<file path="src/rtl/mem_port_arbiter.sv">
// mem_port_arbiter: shares one memory port between the fetch and memory stages.
//   clk, reset                 clock, asynchronous active-high reset
//   i_req/i_addr               fetch request; i_rdata/i_valid fetch response
//   d_req/d_we/d_addr/d_wdata/d_be   load/store request; d_rdata/d_valid response
//   StallF, StallM             stall while a request is pending and not yet answered
//   mem_req/mem_we/mem_addr/mem_wdata/mem_be, mem_ready   shared memory request
//   mem_rvalid, mem_rdata      shared memory response
// Define ARB_RR_EN to break fetch/data ties round-robin; otherwise data always wins.
module mem_port_arbiter #(
    parameter int ADDR_W = 32,
    parameter int DATA_W = 32
) (
    input  logic                clk,
    input  logic                reset,
    input  logic                i_req,
    input  logic [ADDR_W-1:0]   i_addr,
    output logic [DATA_W-1:0]   i_rdata,
    output logic                i_valid,
    input  logic                d_req,
    input  logic                d_we,
    input  logic [ADDR_W-1:0]   d_addr,
    input  logic [DATA_W-1:0]   d_wdata,
    input  logic [DATA_W/8-1:0] d_be,
    output logic [DATA_W-1:0]   d_rdata,
    output logic                d_valid,
    output logic                StallF,
    output logic                StallM,
    output logic                mem_req,
    output logic                mem_we,
    output logic [ADDR_W-1:0]   mem_addr,
    output logic [DATA_W-1:0]   mem_wdata,
    output logic [DATA_W/8-1:0] mem_be,
    input  logic                mem_ready,
    input  logic                mem_rvalid,
    input  logic [DATA_W-1:0]   mem_rdata
);
    typedef enum logic [2:0] {IDLE, REQ_I, REQ_D, WAIT_I, WAIT_D} state_t;
    state_t state;
    logic   pick_d;
`ifdef ARB_RR_EN
    // last_i = 1 when fetch held the most recent grant, so data wins the next tie
    logic last_i;
    assign pick_d = d_req && (!i_req || last_i);
`else
    assign pick_d = d_req;
`endif
    always_ff @(posedge clk or posedge reset) begin
        if (reset) begin
            state   <= IDLE;
            mem_req <= 1'b0;
`ifdef ARB_RR_EN
            last_i  <= 1'b1;
`endif
        end else begin
            case (state)
                IDLE: if (i_req || d_req) begin
                    state   <= pick_d ? REQ_D : REQ_I;
                    mem_req <= 1'b1;
`ifdef ARB_RR_EN
                    last_i  <= !pick_d;
`endif
                end
                REQ_I: if (mem_ready) begin
                    state   <= WAIT_I;
                    mem_req <= 1'b0;
                end
                REQ_D: if (mem_ready) begin
                    state   <= WAIT_D;
                    mem_req <= 1'b0;
                end
                WAIT_I, WAIT_D: if (mem_rvalid) state <= IDLE;
                default: begin
                    state   <= IDLE;
                    mem_req <= 1'b0;
                end
            endcase
        end
    end
    // Request fields follow the granted requester; they only matter while mem_req is high.
    assign mem_we    = (state == REQ_D) && d_we;
    assign mem_addr  = (state == REQ_D) ? d_addr : i_addr;
    assign mem_wdata = (state == REQ_D) ? d_wdata : '0;
    assign mem_be    = (state == REQ_D) ? d_be : '1;
    // Responses count only in the matching wait state; stray rvalids are dropped.
    assign i_valid = (state == WAIT_I) && mem_rvalid;
    assign d_valid = (state == WAIT_D) && mem_rvalid;
    assign i_rdata = mem_rdata;
    assign d_rdata = mem_rdata;
    assign StallF  = i_req && !i_valid;
    assign StallM  = d_req && !d_valid;
endmodule
</file>
<file path="config.mk">
export PLATFORM = sky130hd
export DESIGN_NAME = mem_port_arbiter
export DESIGN_NICKNAME = d
export VERILOG_FILES = /design/src/rtl/mem_port_arbiter.sv
export SDC_FILE = /design/constraint.sdc
export NUM_CORES = 1
export LEC_CHECK = 0
export ABC_AREA = 1
export CAP_MARGIN = 15
export CORE_AREA = 5 5 105 107
export CTS_CLUSTER_SIZE = 28
export DETAILED_ROUTE_END_ITERATION = 6
export DIE_AREA = 0 0 110 112
export GPL_ROUTABILITY_DRIVEN = 1
export PLACE_DENSITY_LB_ADDON = 0.05
export REMOVE_ABC_BUFFERS = 1
export SLEW_MARGIN = 0
export SYNTH_ARGS = -nofsm -noshare
export SYNTH_HDL_FRONTEND = slang
export SYNTH_SLANG_ARGS = --single-unit
</file>
<file path="constraint.sdc">
create_clock -name clk -period 1.3 [get_ports clk]
set_clock_uncertainty 0.1 [all_clocks]
set_input_delay 0.26 -clock clk [delete_from_list [all_inputs] [get_ports clk]]
set_output_delay 0.26 -clock clk [all_outputs]
set_load 0.02 [all_outputs]
</file>
==> out/results.tsv <==
metric	value	unit
path_buf_inv	5	
drive_above_1_share	36.6	%
synth_top_area_cell	buf_4	
cp-start-kind	register	
rsz0062_at_grt	true	
crit_required	0.94	ns
first_iter_violations	47	
cp-end-kind	output port	
place_congestion	0.756	
run_status	finished with violations	
postLayoutCellArea	3670	sq um
cts.clk_slew.worst_paths	0.03	ns
violations	setup timing	
antenna_left	0	
first_pass_iters	4	
cts_max_level	1	
coreArea	10000	sq um
die_h	112	um
timing.final.crit_period	1.80	ns
ys_warn_count	0	
overflow	0	
met3_usage	18.2	%
cap_violations	0	
drc	0	
crit_family	buffers and inverters	
max_freq	556	MHz
holdCritPathClass	primary input to async pin	
first_global_vias	2269	
clock_latency	0.22	ns
cp_slowest_cell	dfrtp_1	
fin_ws	-0.500	ns
antenna_found_initial	0	
via_count	2167	
dpl.hpwl	9910	um
num_rows	37	
yosys.area.top_type_share	33.3	%
layout_common_cells	clkdlybuf4s50_1, nand2_1, buf_6	
track_usage	17.1	%
path_cells	inv_2, nand3_4, buf_12, buf_12, clkbuf_16, nor2_2, buf_6	
layout_commonest_cell	clkdlybuf4s50_1	
syn-cell-area	1530	sq um
fin_crit_sh	138	%
ys_ff_latch	4	
die_w	110	um
synth.distinct_cells	18	
powerDensity	1740	nW/um^2
p_leak	1.84	nW
fin_nets	570	
setup_tns	-31.59	ns
avgViaCountPerCell	3.84	
hold_slack	0.135	ns
port_buffers	180	
synthTopCellsByArea	buf_4, nand2_1, inv_1	
use_met2	26.8	%
cts.sinks	4	
pre_cts_ws	-0.657	ns
setup_viol	77	
grt_most_used_layer	met2	
drt_wl_total	11700	um
grt_pass1_wl	15000	um
die_area	12300	sq um
worst_pin_slew	0.248	ns
max_stage_delay	0.37	ns
wl_per_cell	20.7	um
fillers	1125	
cp_data_arrival_time	1.44	ns
placed_area	3090	sq um
start_util	15.3	%
seq_area_frac_synth	6.53	%
path_max_fanout	6	
cts-root-buf	clkbuf_8	
cts_tree	built	
ir_drop	0.000623	V
io-pin-count	277	
clk_path_buf_depth	2	
hold_viol	0	
relSlewSlack	83.5	%
avgSynthCellArea	5.27	sq um
netlist_instances	291	
grt_max_degree	25	
syn2layout_area_growth	139	%
diodes	0	
crit_path_frequent_cell	buf_12	
grt_use_met1	15.9	%
cts_buffers	3	
criticalPathCategory	register to output port	
slew_viol_final	0	
layout make-up:
class / count / area [sq um] / share of cell area (%)
timing repair buffer: 211 / 2270 / 62.0
multi-input combinational: 169 / 922 / 25.1
tap: 136 / 170 / 4.64
inverter: 42 / 163 / 4.43
sequential: 4 / 100 / 2.73
clock buffer: 3 / 41.3 / 1.13
registers in the layout (all words and copies together) (netlist names):
| name | flops |
|---|---|
| state | 3 |
| mem_req | 1 |
worst reg2reg max path, stage by stage, from the launching register on:
cell and delay [ns]:
dfrtp_1 0.40, nand3_4 0.12, buf_12 0.14, clkbuf_16 0.17, buf_6 0.11, nand2_4 0.04
nand2_4 0.08, nand3_2 0.09, nand2_1 0.08, nand2_1 0.05
synthesized netlist by cell type:
library cell / count
nand2_2: 1
nand3_4: 1
o21ai_1: 1
nand3_2: 1
nor2_1: 29
buf_6: 2
nand3_1: 4
inv_1: 38
inv_2: 4
or2_1: 4
nor2_2: 10
dfrtp_1: 4
o21ai_0: 2
nand2_1: 111
nand4_1: 4
buf_2: 6
buf_4: 68
a21oi_1: 1
what timing repair did:
| item | CTS | global route |
|---|---|---|
| cloned | 3 | 4 |
| pin swaps | 3 | 7 |
| resized for setup | 282 | 203 |
| endpoints found under the hold margin | 0 | 0 |
| setup endpoints to repair | 78 | 77 |
| buffers inserted | 2 | 6 |
| hold buffers | 0 | 0 |
cells by family (layout without fill, tap and decap cells):
family / after synthesis / in the layout / synth area share [%]
compound gates: 4 / 4 / 1.31
simple gates: 165 / 165 / 45.1
flops: 4 / 4 / 6.53
buf+inv: 118 / 256 / 47.0
report_power, final:
| group | internal [mW] | switching [mW] |
|---|---|---|
| clock | 0.197 | 0.0648 |
| combinational | 2.95 | 2.93 |
| sequential | 0.183 | 0.0394 |
metal layers:
layer	vias up	wire length (um)
met5	-	78
met1	900	3610
met3	6	2710
met4	2	18
met2	201	5270
li1	1058	-
through the flow:
stage / util, % / total power, mW / std cells
floorplan: - / 2.27 / 215
global placement: 30.8 / 4.74 / 549
detailed placement: 30.8 / 4.71 / 549
CTS: 31.0 / 5.02 / 557
global route: 36.5 / 6.83 / 565
finish: 36.5 / 6.37 / 565
path summary, 6_finish.rpt:
kind | startpoint | endpoint | slack [ns] | depth (start not counted)
max | state[0] | mem_wdata[24] | -0.50 | 7
min | reset | mem_req | 0.14 | 2
max reg2reg | state[1] | state[2] | -0.20 | 9
min reg2reg | mem_req | mem_req | 0.46 | 3
max in group asynchronous | reset | state[1] | 0.81 | 2
min in group clk | mem_rdata[29] | i_rdata[29] | 0.42 | 0
Note: power is estimated with default switching activity, not from simulation.
